==> src/rtl/ysyx_22041071_booth2_seq.sv <==
`default_nettype none
// ============================================================================
//  Module      : ysyx_22041071_booth2_seq
//  Description : Iterative radix-4 Booth multiplier sequencer. Accepts one
//                64x64 multiply, walks 33 Booth digits (one per cycle),
//                drives the shifted multiplicand and digit selects to an
//                external partial-product generator, accumulates the returned
//                partial products into a 132-bit sum and hands the 128-bit
//                product to writeback over a valid/ready handshake.
//  Revision    : 1.0 - initial release
// ============================================================================
module ysyx_22041071_booth2_seq (
    input  logic         clk,
    input  logic         rst_n,
    input  logic         flush,
    input  logic         mul_valid,
    output logic         mul_ready,
    input  logic [1:0]   mul_signed,
    input  logic         mulw,
    input  logic [63:0]  multiplicand,
    input  logic [63:0]  multiplier,
    output logic [131:0] pp_x,
    output logic         pp_sel_neg,
    output logic         pp_sel_pos,
    output logic         pp_sel_dou_neg,
    output logic         pp_sel_dou_pos,
    input  logic [131:0] pp_result,
    output logic         out_valid,
    input  logic         out_ready,
    output logic [63:0]  result_hi,
    output logic [63:0]  result_lo
);

    typedef enum logic [1:0] {
        S_IDLE = 2'd0,
        S_BUSY = 2'd1,
        S_DONE = 2'd2
    } state_t;

    // Index of the 33rd (final) Booth digit.
    localparam logic [5:0] c_LAST_DIGIT = 6'd32;

    // Select vector packing used internally: {neg, pos, dou_neg, dou_pos}.
    localparam logic [3:0] c_SEL_NONE    = 4'b0000;
    localparam logic [3:0] c_SEL_NEG     = 4'b1000;
    localparam logic [3:0] c_SEL_POS     = 4'b0100;
    localparam logic [3:0] c_SEL_DOU_NEG = 4'b0010;
    localparam logic [3:0] c_SEL_DOU_POS = 4'b0001;

    state_t         r_state;
    logic [131:0]   r_acc;
    logic [131:0]   r_x;
    logic [66:0]    r_y;
    logic [5:0]     r_cnt;
    logic [3:0]     r_sel;
    logic           r_mulw;

    logic           w_sign_a;
    logic           w_sign_b;
    logic [63:0]    w_a_prep;
    logic [63:0]    w_b_prep;
    logic [131:0]   w_x_init;
    logic [66:0]    w_y_init;
    logic [131:0]   w_acc_sum;
    logic [66:0]    w_y_shift;
    logic [63:0]    w_lo_final;

    // Radix-4 Booth recoding of one overlapping 3-bit window.
    function automatic logic [3:0] booth_sel(input logic [2:0] digit);
        case (digit)
            3'b001, 3'b010: booth_sel = c_SEL_POS;
            3'b011:         booth_sel = c_SEL_DOU_POS;
            3'b100:         booth_sel = c_SEL_DOU_NEG;
            3'b101, 3'b110: booth_sel = c_SEL_NEG;
            default:        booth_sel = c_SEL_NONE;
        endcase
    endfunction

    // Operand preparation: signedness decode (2'b01 folds to unsigned),
    // word-op narrowing and extension into the datapath widths.
    always_comb begin
        w_sign_a = mul_signed[1];
        w_sign_b = mul_signed[1] & mul_signed[0];

        if (mulw) begin
            w_a_prep = {{32{w_sign_a & multiplicand[31]}}, multiplicand[31:0]};
            w_b_prep = {{32{w_sign_b & multiplier[31]}},   multiplier[31:0]};
        end else begin
            w_a_prep = multiplicand;
            w_b_prep = multiplier;
        end

        w_x_init = {{68{w_sign_a & w_a_prep[63]}}, w_a_prep};
        w_y_init = {{2{w_sign_b & w_b_prep[63]}}, w_b_prep, 1'b0};
    end

    // Accumulator adder, multiplier shift and final low-word formatting.
    always_comb begin
        w_acc_sum  = r_acc + pp_result;
        w_y_shift  = {r_y[66], r_y[66], r_y[66:2]};
        w_lo_final = r_mulw ? {{32{w_acc_sum[31]}}, w_acc_sum[31:0]}
                            : w_acc_sum[63:0];
    end

    // Sequencer: IDLE -> BUSY (33 digits) -> DONE -> IDLE, with flush abort.
    always_ff @(posedge clk or negedge rst_n) begin
        if (!rst_n) begin
            r_state   <= S_IDLE;
            r_acc     <= '0;
            r_x       <= '0;
            r_y       <= '0;
            r_cnt     <= '0;
            r_sel     <= c_SEL_NONE;
            r_mulw    <= 1'b0;
            mul_ready <= 1'b1;
            out_valid <= 1'b0;
            result_hi <= '0;
            result_lo <= '0;
        end else if (flush) begin
            // Kill wins over both accept and output handshake; acc left as is.
            r_state   <= S_IDLE;
            r_sel     <= c_SEL_NONE;
            mul_ready <= 1'b1;
            out_valid <= 1'b0;
        end else begin
            case (r_state)
                S_IDLE: begin
                    if (mul_valid) begin
                        r_state   <= S_BUSY;
                        r_x       <= w_x_init;
                        r_y       <= w_y_init;
                        r_acc     <= '0;
                        r_cnt     <= '0;
                        r_mulw    <= mulw;
                        // First digit window is {B'[1:0], 0}.
                        r_sel     <= booth_sel(w_y_init[2:0]);
                        mul_ready <= 1'b0;
                    end
                end

                S_BUSY: begin
                    r_acc <= w_acc_sum;
                    r_x   <= r_x << 2;
                    r_y   <= w_y_shift;
                    r_cnt <= r_cnt + 6'd1;
                    if (r_cnt == c_LAST_DIGIT) begin
                        r_state   <= S_DONE;
                        r_sel     <= c_SEL_NONE;
                        out_valid <= 1'b1;
                        result_hi <= w_acc_sum[127:64];
                        result_lo <= w_lo_final;
                    end else begin
                        // Selects for the next digit come from the shifted window.
                        r_sel <= booth_sel(w_y_shift[2:0]);
                    end
                end

                S_DONE: begin
                    if (out_ready) begin
                        r_state   <= S_IDLE;
                        out_valid <= 1'b0;
                        mul_ready <= 1'b1;
                    end
                end

                default: begin
                    r_state   <= S_IDLE;
                    r_sel     <= c_SEL_NONE;
                    out_valid <= 1'b0;
                    mul_ready <= 1'b1;
                end
            endcase
        end
    end

    assign pp_x           = r_x;
    assign pp_sel_neg     = r_sel[3];
    assign pp_sel_pos     = r_sel[2];
    assign pp_sel_dou_neg = r_sel[1];
    assign pp_sel_dou_pos = r_sel[0];

endmodule
`default_nettype wire

==> config.mk <==
export PLATFORM = sky130hd
export DESIGN_NAME = ysyx_22041071_booth2_seq
export DESIGN_NICKNAME = d
export VERILOG_FILES = /design/src/rtl/ysyx_22041071_booth2_seq.sv
export SDC_FILE = /design/constraint.sdc
export NUM_CORES = 1
export LEC_CHECK = 0
export CAP_MARGIN = 10
export CELL_PAD_IN_SITES_DETAIL_PLACEMENT = 0
export CELL_PAD_IN_SITES_GLOBAL_PLACEMENT = 2
export CORE_MARGIN = 2
export CORE_UTILIZATION = 32
export DETAILED_ROUTE_END_ITERATION = 8
export GPL_TIMING_DRIVEN = 0
export PLACE_DENSITY_LB_ADDON = 0.12
export SLEW_MARGIN = 10
export SYNTH_ARGS = -nofsm -noshare
export SYNTH_HDL_FRONTEND = slang
export SYNTH_SLANG_ARGS = --single-unit
export TNS_END_PERCENT = 20
==> constraint.sdc <==
create_clock -name clk -period 3.65 [get_ports clk]
set_input_delay 0.73 -clock clk [delete_from_list [all_inputs] [get_ports clk]]
set_output_delay 0.73 -clock clk [all_outputs]
set_load 0.01 [all_outputs]
Word-level counts from Yosys, hierarchy flattened
Index checks and enable logic that the tools add are counted.

cells by class
  add/sub/neg operators = 2
  equal/unequal tests = 19
  multiplexer cells = 30
  bitwise gates (word level) = 7
  reductions and logical operators = 12

operator list
  kind                                            count
  one-hot mux 132 bit (2 select lines)            2
  2-to-1 mux 132 bit                              2
  2-to-1 mux 64 bit                               3
  one-hot mux 67 bit (2 select lines)             1
  adder 132 bit                                   1
  2-to-1 mux 67 bit                               1
  one-hot mux 4 bit (3 select lines)              2
  AND reduction 3 bit                             6
  one-hot mux 4 bit (4 select lines)              1
  2-to-1 mux 4 bit                                3
  one-hot mux 6 bit (2 select lines)              1
  == test 3 bit (second input constant)           3
  != test 3 bit (second input constant)           3
  2-to-1 mux 2 bit                                4
  != test 2 bit (second input constant)           4
  adder 6 x 1 -> 6 bit (second input constant)    1
  == test 2 bit (second input constant)           3
  == test 3 x 2 -> 1 bit (second input constant)  2
  == test 6 bit (second input constant)           1
  2-to-1 mux 1 bit                                6
  2-to-1 mux 6 bit                                1
  one-hot mux 1 bit (3 select lines)              2
  one-hot mux 2 bit (3 select lines)              1
  bitwise AND 1 bit                               5
  other kinds (8)                                 11

storage, ports and cells
  bits in registers = 474
  bits of input ports = 268
  output and inout port bits = 266
  logic and storage cells = 82

Depth between registers and ports, before layout
  depth in word-level cells = 8
  depth in mapped cells = 13
  mapped depth without buffers = 13

Worst setup path before layout
OpenSTA, ideal clock, no wires.

  kind = input-to-reg
  start point = input port pp_result[0]
  end point = register result_hi[12]
  library setup time = 0.125 ns
  arrival time = 3.575 ns
  data required time = 3.525 ns
  setup slack = -0.049 ns
  stages = 13
  buffers on the path = 0
  cell sequence = ha_1 fa_1 a21oi_1 nand4b_1 a21oi_1 a221oi_2 o211ai_2 a21o_1 a31o_2 a21oi_1 o21ai_0 xor2_1 mux2_2

between the ends
  word-level cells in the longest chain between the ends = 1

RTL lines
  element               RTL line  source
  from (decl)           27        input logic [131:0] pp_result,
  adder 132 bit         99        w_acc_sum = r_acc + pp_result;
  to (signal assigned)  150       result_hi <= w_acc_sum[127:64];
  to (decl)             30        output logic [63:0] result_hi,

Every way passes these cells.
A chain may end at the register's enable or synchronous reset.

Final worst setup path
  start point = register r_acc[0]
  end point = register result_hi[56]

between the ends
  word-level cells in the longest chain between the ends = 1

RTL lines
  element                 RTL line  source
  from (decl)             51        logic [131:0] r_acc;
  from (signal assigned)  142       r_acc <= w_acc_sum;
  adder 132 bit           99

Every way passes these cells.

==> qor.csv <==
stage,metric,value,unit
routing,via_count,27464,
power_and_ir_drop,p_leak,16.9,nW
yosys,synth-edff-count,0,
yosys,seq_area_frac_synth,0.424,
sta,hold_viol,0,
sta,fin_crit_sh,1.02,
floorplan,die_w,298,um
power_and_ir_drop,switching_share,0.432,
floorplan,initial_core_util,0.324,
yosys,synth-simple-area-share,0.167,
status,failed_checks,negative setup slack,
setup_path,cp.required,4170,ps
global_route,antenna_found_initial,24,
yosys,synth_nets,3568,
power_and_ir_drop,vdd_drop_max,0.349,mV
yosys,synth_cell_types,85,
setup_path,path_class,reg2reg,
floorplan,num_io_pins,534,
yosys,synth_area,0.0276,sq mm
yosys,async_flop_share,1.00,
yosys,synth_xor_area_frac,0.0414,
setup_path,cpMaxStageDelayCell,a221oi_4,
power_and_ir_drop,p_per_area,718,mW/mm^2
final_layout,syn2layout_area_growth,39.5,%
final_layout,num-fill-cells,8405,
clock_tree,cts_root_buf,clkbuf_16,
placement,dpl.hpwl,93000,um
setup_path,critPathCaptureType,register,
sta,fmax,0.270,GHz
routing,finalWirelength,119000,um
power_and_ir_drop,clockPowerShare,0.217,
placement,pre_cts_slack,-1960,ps
status,status,"finished, violations left",
sta,skew,19.3,ps
global_route,grt-ovfl-total,0,
routing,drtAntennaViolNets,0,
yosys,synthAdderAreaFrac,0.0592,
yosys,synthCells,3170,
setup_path,cp_max_fo,5,
routing,dr.pass1.iters,5,
sta,final_max_slew_viol_count,0,
clock_tree,clk_latency,640,ps
final_layout,nets,4231,
yosys,synth_ff_type,dfrtp_1,
power_and_ir_drop,combPwrFrac,0.528,
routing,drc,0,
setup_path,cp_top_family,compound AO/OA/AOI/OAI gates,
yosys,synth_warnings,0,
sta,period_minus_slack,3710,ps
clock_tree,cts.sinks,468,
yosys,avgSynthCellArea,8.71,sq um
placement,gp_congestion,0.926,
clock_tree,cts_tree,done,
power_and_ir_drop,p_sw,11.9,mW
global_route,track_usage,0.259,
routing,routedWlPerCell,23.7,um
clock_tree,clockBufferDepth,3,
setup_path,crit_path_max_incr_delay,440,ps
final_layout,final-seq-area,0.0117,sq mm
hold_path,worst_hold_path_type,reg2reg,
yosys,synth-seq-cells,468,
sta,rsz0062_at_grt,true,
power_and_ir_drop,power,27.6,mW
sta,relSlewSlack,0.134,
sta,tightest_slew,1300,ps
global_route,grt_max_degree,95,
floorplan,num_rows,107,
power_and_ir_drop,p_seq_frac,0.255,
setup_path,start_kind,register,
yosys,synth_top_family_by_area,compound AO/OA/AOI/OAI gates,
floorplan,die_h,298,um
floorplan,die_area,0.0886,sq mm
setup_path,path_cells,ha_4 > fa_2 > a21oi_2 > nand4b_1 > a21oi_2 > a221oi_4 > o211ai_4 > a221oi_4 > nand2_2 > a31oi_4 > o41ai_2 > xor2_1 > mux2_4,
floorplan,core_area,0.0853,sq mm
global_route,grt_pass1_wl,177000,um
power_and_ir_drop,power.internal,15.7,mW
clock_tree,cts_buffers,57,
yosys,muxShareOfSynthArea,0.0117,
clock_tree,clkTransAtPathRegs,60,ps
sta,fin_ws,-57.2,ps
setup_path,crit_buf_inv,0,
global_route,grt_pass1_vias,27704,
run,maxCapViolations,0,
setup_path,crit_arrival,4230,ps
final_layout,drive_above_1_share,0.119,
routing,routed_via_density,5.45,
placement,portBuffers,529,
routing,first_iter_violations,1892,
final_layout,multi_input_area,0.0161,sq mm
yosys,synth_compound_area_frac,0.258,
clock_tree,htreeDepth,2,
sta,setup_viol,6,
per-layer routing:
metal / wire length (um) / track usage / vias to the layer above
li1: - / - / 12789
met1: 53900 / 0.361 / 13677
met2: 54000 / 0.410 / 805
met3: 7570 / 0.0475 / 175
met4: 3600 / 0.0760 / 18
met5: 130 / 0 / -
per-stage QoR:
step                      instance area (sq um)   util  instances   TNS, ps  hold slack (ps)
after global placement                    34300  0.403       4843  -9556940              461
after CTS                                 37600  0.440       4998      -232              471
after global routing                      38500  0.452       5032     -2110              499
final                                     38500  0.452       5035      -152              465
after floorplan                           27600      -       3170         0              434
after detailed placement                  34500  0.404       4849   -269400              458
power groups by stage:
stage	Sequential (mW)	Combinational (mW)	Clock, mW
final	7.05	14.6	5.99
after global routing	7.17	15.8	6.35
after CTS	6.98	13.5	6.15
after detailed placement	7.03	12.4	0
after global placement	7.03	12.4	0
after floorplan	6.94	8.11	0
kinds of logic after synthesis:
logic type,count (synthesis)
xor gates and xnor gates,129
muxes,29
DFF,468
AOI/OAI and AO/OA,1069
adders and majority gates,130
buffers and inverters,272
and+or+nand+nor,1073
synth_stat cells, drive strengths merged (35+ instances only):
library cell / number / share of area
xnor2: 75 / 0.024
o21ai: 198 / 0.036
nand4: 76 / 0.017
nor3: 35 / 0.0065
inv: 37 / 0.0050
a31oi: 81 / 0.019
a21oi: 339 / 0.062
buf: 35 / 0.0060
a21o: 81 / 0.022
clkbuf: 199 / 0.027
nand2: 546 / 0.074
a221o: 78 / 0.028
xor2: 53 / 0.017
nor2: 295 / 0.040
ha: 129 / 0.058
dfrtp: 467 / 0.42
a22o: 123 / 0.039
o21bai: 42 / 0.011
worst paths after layout:
path	cells after the start	from	slack, ps	end
worst min register to register	2	result_hi[26]	460	result_hi[26]
worst min-delay path	2	result_hi[26]	460	result_hi[26]
max in group asynchronous	5	rst_n	1370	r_y[9]
min in group asynchronous	2	rst_n	550	result_hi[2]
worst max-delay path	13	r_acc[0]	-60	result_hi[56]
worst max register to register	13	r_acc[0]	-60	result_hi[56]
worst min-delay path, delay by kind of cell, from the launching register on:
kind	cells	cell delay, ps
flip-flops	1	340
AND/OR/NAND/NOR	2	100
layout by cell type, fill, tap and decap left out, types with 11 or more instances in the layout:
| master | Yosys | routed |
|---|---|---|
| nand2_1 | 546 | 536 |
| clkdlybuf4s50_1 | 0 | 501 |
| dfrtp_1 | 467 | 467 |
| a21oi_1 | 338 | 315 |
| nor2_1 | 295 | 285 |
| clkbuf_1 | 199 | 172 |
| o21ai_0 | 190 | 158 |
| a22o_1 | 123 | 123 |
| buf_4 | 0 | 97 |
| ha_1 | 129 | 91 |
| a21o_1 | 81 | 78 |
| a221o_1 | 78 | 78 |
| a31oi_1 | 80 | 78 |
| nand4_1 | 75 | 75 |
| xnor2_1 | 75 | 72 |
| clkbuf_16 | 0 | 57 |
| xor2_1 | 53 | 45 |
| o21bai_1 | 42 | 41 |
| inv_1 | 36 | 36 |
| o21ai_1 | 7 | 26 |
| o21a_1 | 26 | 24 |
| mux2_2 | 27 | 24 |
| nor3_1 | 34 | 23 |
| nand3_1 | 26 | 23 |
| ha_4 | 0 | 23 |
| a21oi_2 | 1 | 22 |
| dlymetal6s2s_1 | 0 | 17 |
| a211oi_1 | 19 | 16 |
| ha_2 | 0 | 15 |
| clkinv_2 | 0 | 14 |
| diode_2 | 0 | 13 |
| buf_6 | 0 | 13 |
| o21ai_2 | 1 | 11 |
flip-flops by register name (all words and copies together), names as in the netlist:
name and count:
r_state 2, mul_ready 1, result_lo 64, r_mulw 1, r_y 65, r_sel 4
r_cnt 6, pp_x 132, result_hi 64, out_valid 1, r_acc 128
cell type report:
cell class	count	share of cell area
antenna	13	0.000845
buffer	207	0.0236
clock buffer	74	0.0403
clock inverter	30	0.00984
inverter	38	0.00370
multi-input combinational	2430	0.418
sequential	468	0.304
tap	1144	0.0372
timing repair buffer	631	0.162
timing repair:
action                     in CTS  in global routing
setup endpoints to repair     204                113
resized for setup             178                172
hold buffers                    1                  0
buffers inserted               52                 45
hold endpoints to repair       30                  0
pin swaps                      49                 75
Power figures use the tool's default switching activity.
